<file path="src/rtl/wdt_pkg.sv">
// wdt_pkg: shared state encoding, config addresses and default kick gap for the watchdog supervisor
package wdt_pkg;
  typedef enum logic [1:0] {
    ST_INIT    = 2'd0,
    ST_COLLECT = 2'd1,
    ST_KICK    = 2'd2,
    ST_RECOVER = 2'd3
  } wdt_state_e;
  localparam logic CFG_ADDR_WAIT = 1'b0;
  localparam logic CFG_ADDR_RST  = 1'b1;
  localparam int   KICK_GAP_DEF  = 8;
endpackage

</file>
<file path="src/rtl/wdt_cfg_regs.sv">
// wdt_cfg_regs: wait/reset period registers with nonzero write validation, sticky lock and error pulse
module wdt_cfg_regs
  import wdt_pkg::*;
#(
  parameter int WIDTH    = 32,
  parameter int DEF_WAIT = 1000,
  parameter int DEF_RST  = 16
) (
  input  logic             i_clk,
  input  logic             i_rst,
  input  logic             i_cfg_we,
  input  logic             i_cfg_addr,
  input  logic [WIDTH-1:0] i_cfg_wdata,
  input  logic             i_cfg_lock,
  output logic [WIDTH-1:0] o_wait_period,
  output logic [WIDTH-1:0] o_rst_period,
  output logic             o_cfg_err
);
  logic lock;
  logic ok;
  assign ok = i_cfg_we & ~lock & |i_cfg_wdata;
  always_ff @(posedge i_clk or posedge i_rst) begin
    if (i_rst) begin
      o_wait_period <= WIDTH'(DEF_WAIT);
      o_rst_period  <= WIDTH'(DEF_RST);
      o_cfg_err     <= 1'b0;
      lock          <= 1'b0;
    end else begin
      if (ok && i_cfg_addr == CFG_ADDR_WAIT) o_wait_period <= i_cfg_wdata;
      if (ok && i_cfg_addr == CFG_ADDR_RST) o_rst_period <= i_cfg_wdata;
      o_cfg_err <= i_cfg_we & ~ok;
      lock      <= lock | i_cfg_lock;
    end
  end
endmodule

</file>
<file path="src/rtl/wdt_supervisor.sv">
// wdt_supervisor: merges task alive pulses into rate-limited watchdog clears and owns period config
module wdt_supervisor
  import wdt_pkg::*;
#(
  parameter int N_TASKS  = 4,
  parameter int WIDTH    = 32,
  parameter int DEF_WAIT = 1000,
  parameter int DEF_RST  = 16,
  parameter int KICK_GAP = KICK_GAP_DEF
) (
  input  logic               i_clk,
  input  logic               i_rst,
  input  logic [N_TASKS-1:0] i_task_alive,
  input  logic [N_TASKS-1:0] i_task_en,
  input  logic               i_cfg_we,
  input  logic               i_cfg_addr,
  input  logic [WIDTH-1:0]   i_cfg_wdata,
  input  logic               i_cfg_lock,
  input  logic               i_wdt_hw_rst,
  output logic               o_clrwdt,
  output logic [WIDTH-1:0]   o_wait_period,
  output logic [WIDTH-1:0]   o_rst_period,
  output logic               o_cfg_err,
  output logic [N_TASKS-1:0] o_missing,
  output logic [1:0]         o_state
);
  localparam int GW = $clog2(KICK_GAP + 1);
  wdt_state_e state, state_n;
  logic [N_TASKS-1:0] pending, pending_n, live, missing_n;
  logic [GW-1:0] gap, gap_n;
  logic hw_q, rise, full;
  always_comb begin
    live      = i_task_alive & i_task_en;
    rise      = i_wdt_hw_rst & ~hw_q;
    full      = |i_task_en && ((pending | live) & i_task_en) == i_task_en && gap == '0;
    gap_n     = state == ST_KICK ? GW'(KICK_GAP - 1) : gap == '0 ? '0 : gap - 1'b1;
    missing_n = rise ? i_task_en & ~pending : o_missing;
    pending_n = rise ? '0 : state == ST_KICK ? live : state == ST_COLLECT ? pending | live : '0;
    state_n   = rise                 ? ST_RECOVER :
                state == ST_INIT     ? ST_KICK :
                state == ST_KICK     ? ST_COLLECT :
                state == ST_RECOVER  ? (i_wdt_hw_rst ? ST_RECOVER : ST_INIT) :
                full                 ? ST_KICK : ST_COLLECT;
  end
  always_ff @(posedge i_clk or posedge i_rst) begin
    if (i_rst) begin
      state     <= ST_INIT;
      pending   <= '0;
      gap       <= '0;
      hw_q      <= 1'b0;
      o_missing <= '0;
      o_clrwdt  <= 1'b0;
    end else begin
      state     <= state_n;
      pending   <= pending_n;
      gap       <= gap_n;
      hw_q      <= i_wdt_hw_rst;
      o_missing <= missing_n;
      o_clrwdt  <= state_n == ST_KICK;
    end
  end
  assign o_state = state;
  wdt_cfg_regs #(.WIDTH(WIDTH), .DEF_WAIT(DEF_WAIT), .DEF_RST(DEF_RST)) u_cfg (
    .i_clk         (i_clk),
    .i_rst         (i_rst),
    .i_cfg_we      (i_cfg_we),
    .i_cfg_addr    (i_cfg_addr),
    .i_cfg_wdata   (i_cfg_wdata),
    .i_cfg_lock    (i_cfg_lock),
    .o_wait_period (o_wait_period),
    .o_rst_period  (o_rst_period),
    .o_cfg_err     (o_cfg_err)
  );
endmodule

</file>
<file path="config.mk">
export PLATFORM = sky130hd
export DESIGN_NAME = wdt_supervisor
export DESIGN_NICKNAME = d
export VERILOG_FILES = /design/src/rtl/wdt_pkg.sv /design/src/rtl/wdt_cfg_regs.sv /design/src/rtl/wdt_supervisor.sv
export SDC_FILE = /design/constraint.sdc
export NUM_CORES = 1
export LEC_CHECK = 0
export BUFFER_PORTS_ARGS = -buffer_cell sky130_fd_sc_hd__buf_4
export CAP_MARGIN = 30
export CORE_UTILIZATION = 53
export DETAILED_ROUTE_END_ITERATION = 12
export PLACE_DENSITY_LB_ADDON = 0.1
export SYNTH_ARGS = -nofsm -noshare
export SYNTH_HDL_FRONTEND = slang
export SYNTH_SLANG_ARGS = --single-unit
</file>
<file path="constraint.sdc">
create_clock -name i_clk -period 4.5 [get_ports i_clk]
set_clock_uncertainty 0.2 [all_clocks]
set_input_delay 1.125 -clock i_clk [delete_from_list [all_inputs] [get_ports i_clk]]
set_output_delay 1.125 -clock i_clk [all_outputs]
set_load 0.01 [all_outputs]
</file>
# Yosys cells after proc, flatten, opt, wreduce, memory -nomap -nowiden
# Cells that the tools add are included.
# word_totals
ramBits	0
wordCells	49
ff_bits	82
latch_bits	0
out_inout_bits	72
memories	0
mem_bits_ro	0
# classes
shifts	0
reduce_logical	8
n_addsub	1
order_cmp	0
bitwise_logic	14
n_eq_ne	5
mux	11
n_div	0
n_mul	0
# op_table
cell	n
$reduce_or A32 Y1	1
$mux W4	5
$and A4 B4 Y4	3
$mux W2	6
$eq A2 B2 Y1 const B	3
$and A1 B1 Y1	4
$eq A4 B4 Y1	1
$logic_and A1 B1 Y1	4
$logic_not A4 Y1	1
$not A1 Y1	4
$not A4 Y4	1
$or A4 B4 Y4	1
$reduce_or A4 Y1	1
$sub A4 B1 Y4 const B	1
$eq A2 B1 Y1 const B	1
$logic_not A2 Y1	1
$or A1 B1 Y1	1

# Depth between registers and ports, before layout
# Gate-level depths: netlist of the first run.
# depth
word_depth	12
depth_mapped	5
mapped_depth_nobuf	4

# Cells and area by module
# From an unflattened synthesis of the first run, not the netlist that was laid out.
# hier_totals
cells_unflattened	227
area_unflattened_um2	3314.4
# modules_own_cells
module	cells_per_inst	seq_area_each_um2	area_per_inst_um2	n_inst
wdt_cfg_regs	155	1660.3	2565.0	1
wdt_supervisor	72	400.4	749.5	1

# Least setup slack after synthesis of the first run
# OpenSTA, ideal clock, no wires.
# synth_path
path_kind	input -> register
from	in i_cfg_wdata[17]
to	reg u_cfg.o_rst_period[0]
required_ns	4.175
arrival_time_ns	2.378
path_stages	5
path_slack_ns	1.797
path_cell_list	nor4_1 -> nand4_1 -> o21ai_2 -> buf_6 -> mux2_2
# synth_via
elab_chain_len	3
# synth_lines
element	line	rtl
start: declaration	wdt_supervisor.sv:17	input logic [WIDTH-1:0] i_cfg_wdata,
$reduce_or A32 Y1	wdt_cfg_regs.sv:21	assign ok = i_cfg_we & ~lock & |i_cfg_wdata;
$and A1 B1 Y1	wdt_cfg_regs.sv:21	
$logic_and A1 B1 Y1	wdt_cfg_regs.sv:30	if (ok && i_cfg_addr == CFG_ADDR_RST) o_rst_period <= i_cfg_wdata;
end signal: assignment	wdt_cfg_regs.sv:25	o_rst_period <= WIDTH'(DEF_RST);
end signal: assignment	wdt_cfg_regs.sv:30	
end: declaration	wdt_cfg_regs.sv:16	output logic [WIDTH-1:0] o_rst_period,
# No other way between the ends.
# A chain may end at the register's enable or synchronous reset.

# Final worst setup path of the first run
# layout_path
from	in i_cfg_wdata[24]
to	reg u_cfg.o_wait_period[23]
# layout_via
elab_chain_len	3
# layout_lines
element	line	rtl
$reduce_or A32 Y1	wdt_cfg_regs.sv:21	
$and A1 B1 Y1	wdt_cfg_regs.sv:21	
$logic_and A1 B1 Y1	wdt_cfg_regs.sv:29	if (ok && i_cfg_addr == CFG_ADDR_WAIT) o_wait_period <= i_cfg_wdata;
end signal: assignment	wdt_cfg_regs.sv:24	o_wait_period <= WIDTH'(DEF_WAIT);
end signal: assignment	wdt_cfg_regs.sv:29	
end: declaration	wdt_cfg_regs.sv:15	output logic [WIDTH-1:0] o_wait_period,
# No other way between the ends.

==> reports/metrics.cfg, run 1 <==
[hold_path]
hold_class = reg2reg
min_from = o_missing[2]$_DFFE_PP0P_

[critical_path]
startpoint = i_cfg_wdata[24]
crit_path_start_kind = primary input
crit_path_end_kind = register
cp.arrival_ns = 3.27
required_ns = 4.53
crit_path_max_fanout = 20
path_class = in2reg
r2r_start = gap[1]$_DFF_PP0_

[synthesis]
netlist.area_leader.share_pct = 57.7
synth.mux.area_fraction_pct = 22.1
synthArstFlopShare_pct = 100
synth_nets = 267
synth-compound-area-share_pct = 5.46
synth_edf_count = 0
ys_ff_latch = 82
synth_top_cell_by_area = dfrtp_1
synth_top_flop_cell = dfrtp_1
yosys.area_share.simple_pct = 6.77
synth.avg_cell_area_um2 = 14.7
synthAdderAreaFrac_pct = 0
synthCells = 221
syn_area_um2 = 3250
synthTopCellsByArea = dfrtp_1, mux2_2, dfstp_2, buf_6, nor4_1
yosysSeqAreaShare_pct = 63.3
synth_warnings = 0
synthXorXnorAreaFrac_pct = 0
ys_types = 29
synth_top_family_by_area = multiplexers

[power]
power_uw = 1810
power_density_nw_per_um2 = 407
ir_drop_uv = 335
p_leak_uw = 0.00225

[sta]
fmax_mhz = 309
setup_slack_ns = 1.27
min_period_over_period_pct = 71.8
fin_hold_ws_ns = 0.280
rsz0062_at_grt = no
setup_violations = 0
worst_pin_slew_ns = 0.463
finalHoldViolations = 0
slew_violations = 0
period_needed_ns = 3.23
setup-tns-final_ns = 0
slew-limit-headroom_pct = 69.1

[route]
detail-route-antenna-nets = 0
via_per_inst = 5.28
wl_per_cell_um = 16.4
drt-total-wl_um = 7000
first_pass_iters = 6
first_iter_violations = 52
drc = 0
dr_total_vias = 2256

[placed_design]
place_ws_ns = 0.914
dp_hpwl_um = 5120
portBuffers = 117
gp_congestion = 0.753
dp.cells = 411

[cells_and_area]
area.growth.synth_to_final_pct = 36.3
final_common_cell = buf_4
fillCellCount = 424
final_nets = 393
drive_gt1_share_pct = 58.5
insertedDiodeCount = 0
finalNonFillerCells = 427
layout_common_cells = buf_4, dfrtp_1, mux2_2

[clocking]
clock_latency_ns = 0.34
ctsResizeCount = 0
clk_pin_slew_ns = 0.08
cts_setup_buffers = 0
cts.sinks = 82
root_buffer = clkbuf_8
cts_hold_buf = 0
clockBufferDepth = 2
numCtsBuffers = 9
cts_tree = built
htree_num_levels = 3

[die]
core_um2 = 5920
die_h_um = 80.4
dieArea_um2 = 6460
io_pins = 118
start_util_pct = 55.0
core.rowCount = 28
die-width_um = 80.4

[global_routing]
globalRouteMet1Util_pct = 28.6
grt_use_met3_pct = 5.80
antenna_found_initial = 0
grt-busiest-layer = met2
grt_pass1_vias = 2287
grt_start_max_net_pins = 52
grt_usage_pct = 23.5
grt_pass1_wl_um = 11100
gr-usage-met2_pct = 39.4
gr-total-overflow = 0

[flow_run]
drv_cap = 0

[status]
outcome = completed

-- power by group --
part / internal (uW) / switching (uW)
Sequential: 833 / 68.8
Clock: 302 / 247
Combinational: 197 / 158
Total: 1330 / 473
-- cells by family (layout without fill, tap and decap cells) --
| group | count (synthesis) | in the layout |
|---|---|---|
| mux | 64 | 64 |
| buf+inv | 8 | 139 |
| compound gates | 25 | 25 |
| simple gates | 42 | 42 |
| flops | 82 | 82 |
-- worst max-delay path, cell delays in order --
cell	delay (ns)
buf_4	0.12
nor4_1	0.42
nand4_1	0.34
o21ai_4	0.49
buf_4	0.38
mux2_2	0.38
-- Yosys cell counts, drive strengths merged, types with 2 or more instances --
library cell / n
a21o: 4
a32oi: 4
buf: 6
dfrtp: 75
dfstp: 7
mux2: 64
nand2: 8
nand2b: 6
nand4: 2
nor2: 8
nor2b: 3
nor3: 2
nor4: 10
o21ai: 9
-- through the flow --
| stage | cell area [um2] | utilization, % |
|---|---|---|
| after floorplan | 3250 | - |
| after global placement | 4200 | 71.0 |
| after detailed placement | 4230 | 71.4 |
| after CTS | 4440 | 74.9 |
| after global routing | 4440 | 74.9 |
| final | 4440 | 74.9 |
-- per-layer routing --
metal,wire [um],vias up
li1,-,1053
met1,2890,1116
met2,3630,74
met3,348,13
met4,125,0
met5,0,-
-- flip-flops by register name, summed over array words and instances, names as in the netlist --
| register | flops |
|---|---|
| gap | 4 |
| hw_q | 1 |
| o_clrwdt | 1 |
| o_missing | 4 |
| o_state | 2 |
| pending | 4 |
| u_cfg.lock | 1 |
| u_cfg.o_cfg_err | 1 |
| u_cfg.o_rst_period | 32 |
| u_cfg.o_wait_period | 32 |
-- path summary, 6_finish.rpt --
kind                       depth (start not counted)                             endpoint  slack [ns]
max                                                6  u_cfg.o_wait_period[23]$_DFFE_PP0P_        1.27
min                                                2             o_missing[2]$_DFFE_PP0P_        0.28
max reg2reg                                        4                 o_state[0]$_DFF_PP0_        2.52
min reg2reg                                        2             o_missing[2]$_DFFE_PP0P_        0.28
max in group asynchronous                          4   u_cfg.o_wait_period[5]$_DFFE_PP1P_        2.82
min in group asynchronous                          2                       hw_q$_DFF_PP0_        0.48
-- final cells by class --
cell class	count	area [um2]	share of cell area, %
timing repair buffer	122	936	21.1
clock buffer	14	173	3.89
tap	75	93.8	2.12
multi-input combinational	131	1130	25.5
sequential	82	2060	46.4
inverter	1	5.00	0.113
clock inverter	2	35.0	0.790
No activity file was read; power rests on OpenSTA's default activity.
==> run 2: changes to the inputs <==
Settings changed: CORE_UTILIZATION 53 to 44.
Clock period 4.5 ns to 2.9 ns, I/O delays scaled along.
==> run 2 against run 1 <==
  * Sequential share of layout area shrank 0.67 points
  * Die area grew 20%
  * Setup slack lost 0.78 ns
  * Sequential power grew 55%
  * Via count grew 0.75%
  * Hold slack lost 0.011 ns
  * Final cell count grew 4.9%
  * Non-clock buffer count is the same
  * Total power grew 57%
  * Critical path type unchanged
==> reports/metrics.cfg, run 2 (synthesis gave the netlist of run 1 again) <==
[cells_and_area]
final_common_cell = buf_4  ; unchanged
layout_common_cells = buf_4, dfrtp_1, mux2_2  ; unchanged
area.growth.synth_to_final_pct = 38.3  ; was 36.3%
drive_gt1_share_pct = 58.2  ; was 58.5%
largestRegisters = u_cfg.o_rst_period (32), u_cfg.o_wait_period (32)  ; unchanged
regArea_um2 = 2060  ; unchanged
final_nets = 393  ; unchanged
insertedDiodeCount = 0  ; unchanged
multiInputGateArea_um2 = 1130  ; unchanged
fillCellCount = 580  ; was 424

[clocking]
clk_pin_slew_ns = 0.08  ; about the same
ctsResizeCount = 0  ; unchanged
root_buffer = clkbuf_8  ; unchanged
clockBufferDepth = 2  ; unchanged
clock_latency_ns = 0.33  ; was 0.34 ns
cts.sinks = 82  ; unchanged
htree_num_levels = 3  ; unchanged
numCtsBuffers = 9  ; unchanged
cts_tree = built  ; unchanged
cts_setup_buffers = 0  ; unchanged
cts_hold_buf = 0  ; unchanged

[sta]
worst_pin_slew_ns = 0.484  ; was 0.463 ns
setup-tns-final_ns = 0  ; unchanged
slew_violations = 0  ; unchanged
finalHoldViolations = 0  ; unchanged
fin_hold_ws_ns = 0.270  ; was 0.280 ns
fmax_mhz = 414
period_needed_ns = 2.42
rsz0062_at_grt = no  ; unchanged
slew-limit-headroom_pct = 67.7  ; was 69.1%
setup_violations = 0  ; unchanged
min_period_over_period_pct = 83.3

[placed_design]
dp_hpwl_um = 5130  ; was 5120 um
portBuffers = 117  ; unchanged
gp_congestion = 0.712  ; was 0.753

[critical_path]
required_ns = 2.92  ; was 4.53 ns
crit_path_start_kind = primary input  ; unchanged
crit_path_max_fanout = 16  ; was 20
crit_path_end_kind = register  ; unchanged
path_class = in2reg  ; unchanged
cp.arrival_ns = 2.44  ; was 3.27 ns

[power]
clock_power_share_pct = 31.3  ; was 30.4%
ir_drop_uv = 498  ; was 335 uV
intPower_uw = 2100  ; was 1330 uW
comb_power_share_pct = 19.3  ; was 19.7%
seqPwrFrac_pct = 49.4  ; was 50.0%
switchingPower_uw = 733  ; was 473 uW
power_density_nw_per_um2 = 630  ; was 407 nW/um2
p_leak_uw = 0.00226  ; was 0.00225 uW
switching_share_pct = 25.8  ; was 26.2%

[global_routing]
grt_usage_pct = 19.5  ; was 23.5%
grt_pass1_wl_um = 11400  ; was 11100 um
gr-total-overflow = 0  ; unchanged
antenna_found_initial = 0  ; unchanged
grt_start_max_net_pins = 83  ; was 52
grt_pass1_vias = 2325  ; was 2287

[route]
via_per_inst = 5.07  ; was 5.28
first_iter_violations = 86  ; was 52
dr_total_vias = 2273  ; was 2256
drc = 0  ; unchanged
drt-total-wl_um = 7040  ; was 7000 um
first_pass_iters = 4  ; was 6
wl_per_cell_um = 15.7  ; was 16.4 um
detail-route-antenna-nets = 0  ; unchanged

[die]
core.rowCount = 30  ; was 28
core_um2 = 6980  ; was 5920 um2
die_h_um = 88  ; was 80.4 um
die-width_um = 88  ; was 80.4 um
dieArea_um2 = 7740  ; was 6460 um2
start_util_pct = 46.6  ; was 55.0%
io_pins = 118  ; unchanged

[hold_path]
hold_class = in2async  ; was reg2reg

[status]
outcome = completed  ; unchanged

[flow_run]
drv_cap = 0  ; unchanged

-- run 2: power groups by stage --
stage | logic [uW] | registers [uW] | clock network (uW)
finish | 549 | 1400 | 888
global route | 606 | 1420 | 951
CTS | 559 | 1400 | 911
detailed placement | 556 | 1420 | 0
global placement | 541 | 1420 | 0
floorplan | 219 | 1450 | 0
-- run 2: area by class of cell --
class,count,area share [%]
inverter,1,0.167
clock buffer,13,3.31
sequential,82,45.8
clock inverter,3,1.45
tap,96,2.67
multi-input combinational,131,25.2
timing repair buffer,122,21.5
-- run 2: worst paths after layout --
| path | slack [ns] | cells after the start | to | from |
|---|---|---|---|---|
| setup / recovery | 0.48 | 6 | u_cfg.o_wait_period[14]$_DFFE_PP0P_ | i_cfg_wdata[16] |
| hold / removal | 0.27 | 3 | u_cfg.o_wait_period[23]$_DFFE_PP0P_ | i_rst |
| setup reg to reg | 0.95 | 4 | o_state[0]$_DFF_PP0_ | gap[1]$_DFF_PP0_ |
| hold reg to reg | 0.28 | 2 | o_missing[1]$_DFFE_PP0P_ | o_missing[1]$_DFFE_PP0P_ |
| max in group asynchronous | 1.83 | 3 | u_cfg.o_wait_period[7]$_DFFE_PP1P_ | i_rst |
| min in group i_clk | 0.28 | 2 | o_missing[1]$_DFFE_PP0P_ | o_missing[1]$_DFFE_PP0P_ |
-- run 2: critical path, cell delays in order --
cell     delay [ns]
buf_4          0.12
nor4_1         0.39
nand4_1        0.35
o21ai_4        0.31
buf_12         0.18
mux2_2         0.35
-- run 2: layer usage --
layer  routed length, um  track usage [%]
met1                2950             24.6
met2                3610             32.6
met5                   0                0
met4                  94             8.20
met3                 383             4.43
-- run 2: metrics by stage --
| step | total power, uW | area [um2] | utilization (%) | setup WS, ns | cells |
|---|---|---|---|---|---|
| floorplan | 1670 | 3260 | - | 0.597 | 221 |
| global placement | 1960 | 4290 | 61.4 | 0.178 | 432 |
| detailed placement | 1980 | 4290 | 61.4 | 0.121 | 432 |
| CTS | 2870 | 4500 | 64.5 | 0.484 | 448 |
| global route | 2980 | 4500 | 64.5 | 0.255 | 448 |
| finish | 2840 | 4500 | 64.5 | 0.483 | 448 |
